$ cat src/rtl/fetch_pc_gen.sv
// fetch_pc_gen - dual-slot fetch next-PC generator.
//
// F1 holds pc_q. It is presented to the BTB (currentPC/currentPC2) and to
// instruction memory (imem_addr). The BTB answers one cycle later, so the
// answer lines up with the pair that has just moved into F2. F2 resolves
// the prediction for that pair and shows it to decode. A predicted-taken
// pair reloads pc_q from its target and costs one bubble. A branch-pipe
// redirect overrides everything else.
//
// Ports
//   clk, reset              clock; synchronous active-high reset
//   stall_in                decode cannot take the current pair
//   redirect_en/_pc         mispredict redirect from the branch pipe
//   btb_taken/_predictedPC  BTB answer for slot0 (PC looked up last cycle)
//   btb_taken2/_predictedPC2  BTB answer for slot1
//   currentPC/currentPC2    BTB lookup PCs (pc_q, pc_q+4)
//   imem_addr               instruction fetch address (pc_q)
//   out_valid0/1, out_pc    F2 pair to decode
//   out_pred_taken/_slot/_target  resolved prediction for the F2 pair
module fetch_pc_gen #(
    parameter logic [0:31] RESET_PC = 32'h0000_0000,
    parameter logic [0:31] PC_STEP  = 32'd8
) (
    input  logic        clk,
    input  logic        reset,
    input  logic        stall_in,
    input  logic        redirect_en,
    input  logic [0:31] redirect_pc,
    input  logic        btb_taken,
    input  logic [0:31] btb_predictedPC,
    input  logic        btb_taken2,
    input  logic [0:31] btb_predictedPC2,
    output logic [0:31] currentPC,
    output logic [0:31] currentPC2,
    output logic [0:31] imem_addr,
    output logic        out_valid0,
    output logic        out_valid1,
    output logic [0:31] out_pc,
    output logic        out_pred_taken,
    output logic        out_pred_slot,
    output logic [0:31] out_pred_target
);

    typedef enum logic [1:0] {RUN, HOLD, BUBBLE} state_e;

    typedef struct packed {
        logic        t0;
        logic [0:31] tgt0;
        logic        t1;
        logic [0:31] tgt1;
    } pred_t;

    state_e      state_q, state_d;
    logic [0:31] pc_q, pc_d;
    logic [0:31] f2_pc_q, f2_pc_d;
    logic        f2_valid_q, f2_valid_d;
    logic        fresh_q, fresh_d;
    pred_t       pred_q, pred_d;

    pred_t       pred_eff;
    logic        pair_valid;
    logic        take;
    logic        take_slot;
    logic [0:31] take_tgt;

    function automatic logic [0:31] align(input logic [0:31] a);
        align = {a[0:29], 2'b00};
    endfunction

    // Resolve the F2 pair. The live BTB answer belongs to this pair only in
    // the first cycle it sits in F2. After that, the BTB is looking at
    // pc_q, so the copy latched in that first cycle is used instead.
    always_comb begin
        pred_eff   = fresh_q ? {btb_taken, btb_predictedPC, btb_taken2, btb_predictedPC2}
                             : pred_q;
        pair_valid = f2_valid_q && (state_q != BUBBLE);
        take       = 1'b0;
        take_slot  = 1'b0;
        take_tgt   = '0;
        if (pair_valid) begin
            if (pred_eff.t0) begin
                take     = 1'b1;
                take_tgt = pred_eff.tgt0;
            end else if (pred_eff.t1) begin
                take      = 1'b1;
                take_slot = 1'b1;
                take_tgt  = pred_eff.tgt1;
            end
        end
    end

    always_comb begin
        state_d    = state_q;
        pc_d       = pc_q;
        f2_pc_d    = f2_pc_q;
        f2_valid_d = f2_valid_q;
        fresh_d    = 1'b0;
        pred_d     = fresh_q ? pred_eff : pred_q;

        if (redirect_en) begin
            pc_d       = align(redirect_pc);
            f2_valid_d = 1'b0;
            state_d    = BUBBLE;
        end else if (stall_in && pair_valid) begin
            // Hold everything. pc_q keeps being looked up, and the latched
            // prediction stands in for the stale BTB answer.
            state_d = HOLD;
        end else if (take) begin
            // The pair fetched this cycle (pc_q) is on the wrong path, so it
            // is dropped.
            pc_d       = align(take_tgt);
            f2_valid_d = 1'b0;
            state_d    = BUBBLE;
        end else begin
            f2_pc_d    = pc_q;
            f2_valid_d = 1'b1;
            fresh_d    = 1'b1;
            pc_d       = align(pc_q + PC_STEP);
            state_d    = RUN;
        end
    end

    always_ff @(posedge clk) begin
        if (reset) begin
            state_q    <= RUN;
            pc_q       <= align(RESET_PC);
            f2_pc_q    <= '0;
            f2_valid_q <= 1'b0;
            fresh_q    <= 1'b0;
            pred_q     <= '0;
        end else begin
            state_q    <= state_d;
            pc_q       <= pc_d;
            f2_pc_q    <= f2_pc_d;
            f2_valid_q <= f2_valid_d;
            fresh_q    <= fresh_d;
            pred_q     <= pred_d;
        end
    end

    assign currentPC       = pc_q;
    assign currentPC2      = pc_q + 32'd4;
    assign imem_addr       = pc_q;
    assign out_valid0      = pair_valid;
    assign out_valid1      = pair_valid && !(take && !take_slot);
    assign out_pc          = f2_pc_q;
    assign out_pred_taken  = take;
    assign out_pred_slot   = take_slot;
    assign out_pred_target = take_tgt;

endmodule
$ cat config.mk
export PLATFORM = sky130hd
export DESIGN_NAME = fetch_pc_gen
export DESIGN_NICKNAME = d
export VERILOG_FILES = /design/src/rtl/fetch_pc_gen.sv
export SDC_FILE = /design/constraint.sdc
export NUM_CORES = 1
export LEC_CHECK = 0
export ABC_AREA = 1
export BUFFER_PORTS_ARGS = -buffer_cell sky130_fd_sc_hd__buf_2
export CAP_MARGIN = 15
export CORE_MARGIN = 2
export CORE_UTILIZATION = 46
export CTS_CLUSTER_DIAMETER = 120
export DETAILED_ROUTE_END_ITERATION = 6
export PLACE_DENSITY = 0.85
export SETUP_SLACK_MARGIN = 0.4
export SYNTH_ARGS = -nofsm -noshare
export SYNTH_HDL_FRONTEND = slang
export SYNTH_SLANG_ARGS = --single-unit
$ cat constraint.sdc
create_clock -name clk -period 2.35 [get_ports clk]
set_input_delay 0.1175 -clock clk [delete_from_list [all_inputs] [get_ports clk]]
set_output_delay 0.1175 -clock clk [all_outputs]
set_load 0.03 [all_outputs]
## Word-level counts from Yosys, hierarchy flattened

Index checks and enable logic that the tools add are counted.

| word-level totals | value |
|---|---|
| register bits after elaboration | 134 |
| input port bits | 102 |

| cells by class | value |
|---|---|
| $add $sub $neg | 2 |
| equal/unequal tests | 2 |
| muxes and demuxes | 16 |
| bitwise operators | 3 |
| reductions and logical operators | 9 |

Operator list:

| kind | count |
|---|---|
| 32-bit two-way mux | 6 |
| 66-bit two-way mux | 1 |
| 32-bit by 3-bit adder with 32-bit output (second input constant) | 1 |
| 32-bit by 4-bit adder with 32-bit output (second input constant) | 1 |
| 1-bit two-way mux | 6 |
| 2-bit two-way mux | 3 |
| 1-bit logical AND | 4 |
| 2-bit inequality test (second input constant) | 2 |
| 1-bit inverter | 3 |
| 3-bit AND reduction | 1 |
| 3-bit OR reduction | 1 |
| 1-bit zero test | 2 |
| 2-bit OR reduction | 1 |

## Logic depth before layout (Yosys ltp)

| depth | value |
|---|---|
| depth in word-level cells | 8 |
| gate-level depth with buffers | 12 |
| gate-level depth less buffers | 11 |

## Worst setup path before layout

OpenSTA, ideal clock, no wires.

| path | value |
|---|---|
| kind | flip-flop to output port |
| start | reg pc_q, in the netlist currentPC[27] |
| end | out currentPC2[10] (netlist name) |
| arrival | 2105 ps |
| data required time | 2233 ps |
| setup slack | 128 ps |
| cell stages (with the launch flop) | 10 |
| buffers on the path | 0 |
| path through | dfxtp_1 > ha_1 > nand3_1 > nor2_1 > nand2_1 > nor2_1 > nand2_1 > nand2_1 > nor2_1 > a21oi_1 |

| between the ends | value |
|---|---|
| longest elaborated chain between the ends | 1 |

Ends and longest elaborated chain:

| element | line | RTL |
|---|---|---|
| from (decl) | 54 | `logic [0:31] pc_q, pc_d;` |
| from (signal assigned) | 126 | `pc_q <= align(RESET_PC);` |
| from (signal assigned) | 133 | `pc_q <= pc_d;` |
| 32-bit by 3-bit adder with 32-bit output | 142 | `assign currentPC2 = pc_q + 32'd4;` |
| to (decl) | 34 | `output logic [0:31] currentPC2,` |

Every way passes these cells.

## Worst setup path in the final report

| path | value |
|---|---|
| start | reg pc_q, in the netlist currentPC[28] |
| end | out currentPC2[0] (netlist name) |

The elaborated chain is that of the path after synthesis.

==> summary.md <==
* output port — Setup crit end kind
* 131 um — height of the die
* sky130_fd_sc_hd__dfxtp_1 — flip-flop cell with the highest count after synthesis
* 4570 sq um — footprint of the multi-input gates
* 0% — share of flip-flops with an asynchronous set or reset after synthesis
* 51.4% — post-synthesis to final-layout area growth
* 0.0146 ns — worst hold slack
* 130 — Yosys reg bits
* 42,500 um — first-pass GRT wire length
* 0.06 ns — CTS clk-pin slew, worst paths
* 0.00987 ns — setup skew after layout
* 1,199 — number of instances in the synthesized netlist
* 30,000 um — wire length reported by the detailed router
* 0.684 ns — Slew @ Worst Pin
* 46 — number of rows created at floorplan
* 0 — Final Max Tran Viols
* 17 — number of buffers added by the clock tree synthesis step
* 0.52 ns — reg-to-reg setup timing slack
* 130 — Clock Sink Count
* 6.22 sq um — Synth Area per Inst
* 18,000 um — Detailed Place HPWL
* reg -> out — Crit Path Category
* 2.23 ns — Worst EP required
* 36.9% — share of layout cells above drive strength 1
* 8760 sq um — Placed Area
* 0.43 ns — insertion delay of the later-clocked pin in the worst-skew pair
* 2 — number of buffers on the longest clock path
* 49 — largest net degree at the start of global routing
* 34.9% — post-synth top area share
* 0.925 — Final Wtd Congestion
* 415 x sky130_fd_sc_hd__nand2_1, 135 x sky130_fd_sc_hd__nor2_1, 130 x sky130_fd_sc_hd__dfxtp_1 — cell types with the highest counts after synthesis
* 7460 sq um — combined area of all synthesized cells
* 0.000491 V — maximum vdd ir drop
* 12.1% — share of the synthesized area in compound gates (AO/OA/AOI/OAI)
* true — RSZ-0062 raised after global routing
* 131 um — die width
* 0.301 ns — post-place setup slack
* 6.99 mW — total chip power
* 88.3% — share of the clock period used by the worst path
* sky130_fd_sc_hd__dfxtp_1 — post-synth top area cell
* 618 nW/um^2 — PwrDens
* 17.3 um — DR WL/cell
* 0.335% — adder-cell share of the synthesized area
* 1,610 — Final nets
* 5.58 nW — leak pwr
* 0 — Synthesis Warnings
* done — TritonCTS clock tree
* 0 — Fin. Hold Viols
* 2.23% — xor and xnor fraction of the mapped netlist area
* 863 — Initial DRC Count
* 0.537% — multiplexer share of the synthesized area
* 17,300 sq um — die area
* sky130_fd_sc_hd__nand2_1 — cell with the most instances after synthesis
* 54.3% — worst slew slack as a fraction of its limit
* 47.0% — initial standard-cell utilization of the core
* 0 — number of synthesized flops with an enable pin
* 8,464 — via count of the first global-routing pass
* 0 — post-detailed-route DRC marker count
* 266 — number of top-level pins
* 1.96 ns — crit path DAT
* sky130_fd_sc_hd__clkbuf_16 — CTS root buffer
* 37.1% — Synth Area in Simple Gates
* 0.275 ns — post-layout worst setup margin
* simple AND/OR/NAND/NOR gates — dominant combinational cell family by area after synthesis
* 1 — number of antenna violations at the first check in global routing
* 15,900 sq um — Core Box Area
* 482 MHz — upper clock frequency limit
* 5.41 — Vias/cell
* 0 ns — Setup Total Neg Slack
* 7 — detailed-routing iteration count for the pre-antenna-repair pass
* complete, no violations — outcome
* 0 — grt ovf
* 255 — total of buffers placed on input and output ports
* 0 — count of final setup violators
* 34.9% — fraction of the yosys area taken by sequential cells
* 11,300 sq um — final standard cell area without fillers
* 2680 sq um — total area of sequential cells
* 30.5% — overall global routing resource usage
* 36 — library cells used by synthesis
* 9,397 — routed via count
* 1,228 — number of filler cells placed in the layout
* in -> reg — worst hold path type
* 0 — Max-Cap Viols
* 4 — H-tree depth
* 2.07 ns — final worst path period need
* flip-flop — startpoint types
* sky130_fd_sc_hd__dfxtp_1 35%, sky130_fd_sc_hd__nand2_1 21%, sky130_fd_sc_hd__nor2_1 6.8% — largest cells by area after synthesis
* 5 — peak fanout along the critical path
* 0 — Final ANT Viol Nets
## what timing repair did
item                       in CTS  in global routing
setup buffers                  16                 29
resized for setup             156                193
setup endpoints to repair      62                 96
hold buffers                   40                  1
cloned                          4                  6
pin swaps                      16                 41
hold endpoints to repair       40                  1
## cell type report
cell class | count | share of cell area [%]
Antenna cell | 1 | 0.0222
Clock buffer | 21 | 4.25
Clock inverter | 11 | 1.13
Inverter | 96 | 3.28
Multi-Input combinational cell | 882 | 40.5
Sequential cell | 130 | 23.7
Tap cell | 216 | 2.39
Timing Repair Buffer | 378 | 24.7
Timing Repair inverter | 1 | 0.0443
## state kept, by name, indices dropped and copies added (netlist names)
name,flops
fresh_q,1
out_pc,30
f2_valid_q,1
currentPC,30
state_q,2
pred_q,66
## where the power goes
| group | leakage, nW | internal, mW | switching, mW |
|---|---|---|---|
| combinational | 4.21 | 0.663 | 1.12 |
| clock | 0.292 | 1.68 | 1.07 |
| sequential | 1.08 | 2.34 | 0.113 |
| total | 5.58 | 4.68 | 2.31 |
## layer usage
metal / vias to the layer above / track usage [%] / part of all wire (%)
li1: 4351 / - / -
met1: 4320 / 37.9 / 39
met2: 584 / 50.6 / 48
met3: 142 / 5.79 / 8.3
met4: 0 / 15.6 / 5.2
met5: - / 0 / 0
## worst paths after layout
check,start,cells after the start,endpoint
worst max-delay path,currentPC[28],10,currentPC2[0]
worst min-delay path,btb_predictedPC[29],3,pred_q[35]
worst max register to register,fresh_q,12,currentPC[27]
worst min register to register,out_pc[7],2,out_pc[7]
## placed cells by master, fill, tap and decap left out, drive strengths merged, types with 15 or more instances in the layout
cell,n
a21oi,88
inv,95
o21ai,71
clkbuf,31
xor2,15
nor2,137
nand2,424
buf,327
dfxtp,130
nand3,83
dlygate4sd3,41
## per-stage QoR
stage | utilization, % | instances
3_3_place_gp | 55.1 | 1607
4_1_cts | 65.7 | 1699
2_1_floorplan | - | 1206
3_5_place_dp | 55.1 | 1607
5_1_grt | 71.1 | 1736
6_report | 71.1 | 1736
## cell families after synthesis
logic type / count (synthesis)
AND/OR/NAND/NOR: 674
other: 1
AO/OA/AOI/OAI: 173
multiplexers: 4
XOR/XNOR: 19
adder cells (fa/ha/maj): 2
flip-flops: 130
buffers and inverters: 196
## critical path, cell delays in order (launching register included)
cell and delay, ns:
sky130_fd_sc_hd__dfxtp_4 0.38, sky130_fd_sc_hd__ha_4 0.16, sky130_fd_sc_hd__inv_2 0.05, sky130_fd_sc_hd__nor2_4 0.12
sky130_fd_sc_hd__nand2_2 0.10, sky130_fd_sc_hd__nor2_4 0.19, sky130_fd_sc_hd__nand2_1 0.08, sky130_fd_sc_hd__nand2_1 0.09
sky130_fd_sc_hd__nand3_1 0.08, sky130_fd_sc_hd__o21ai_1 0.09, sky130_fd_sc_hd__buf_4 0.19
Power figures use the tool's default switching activity.
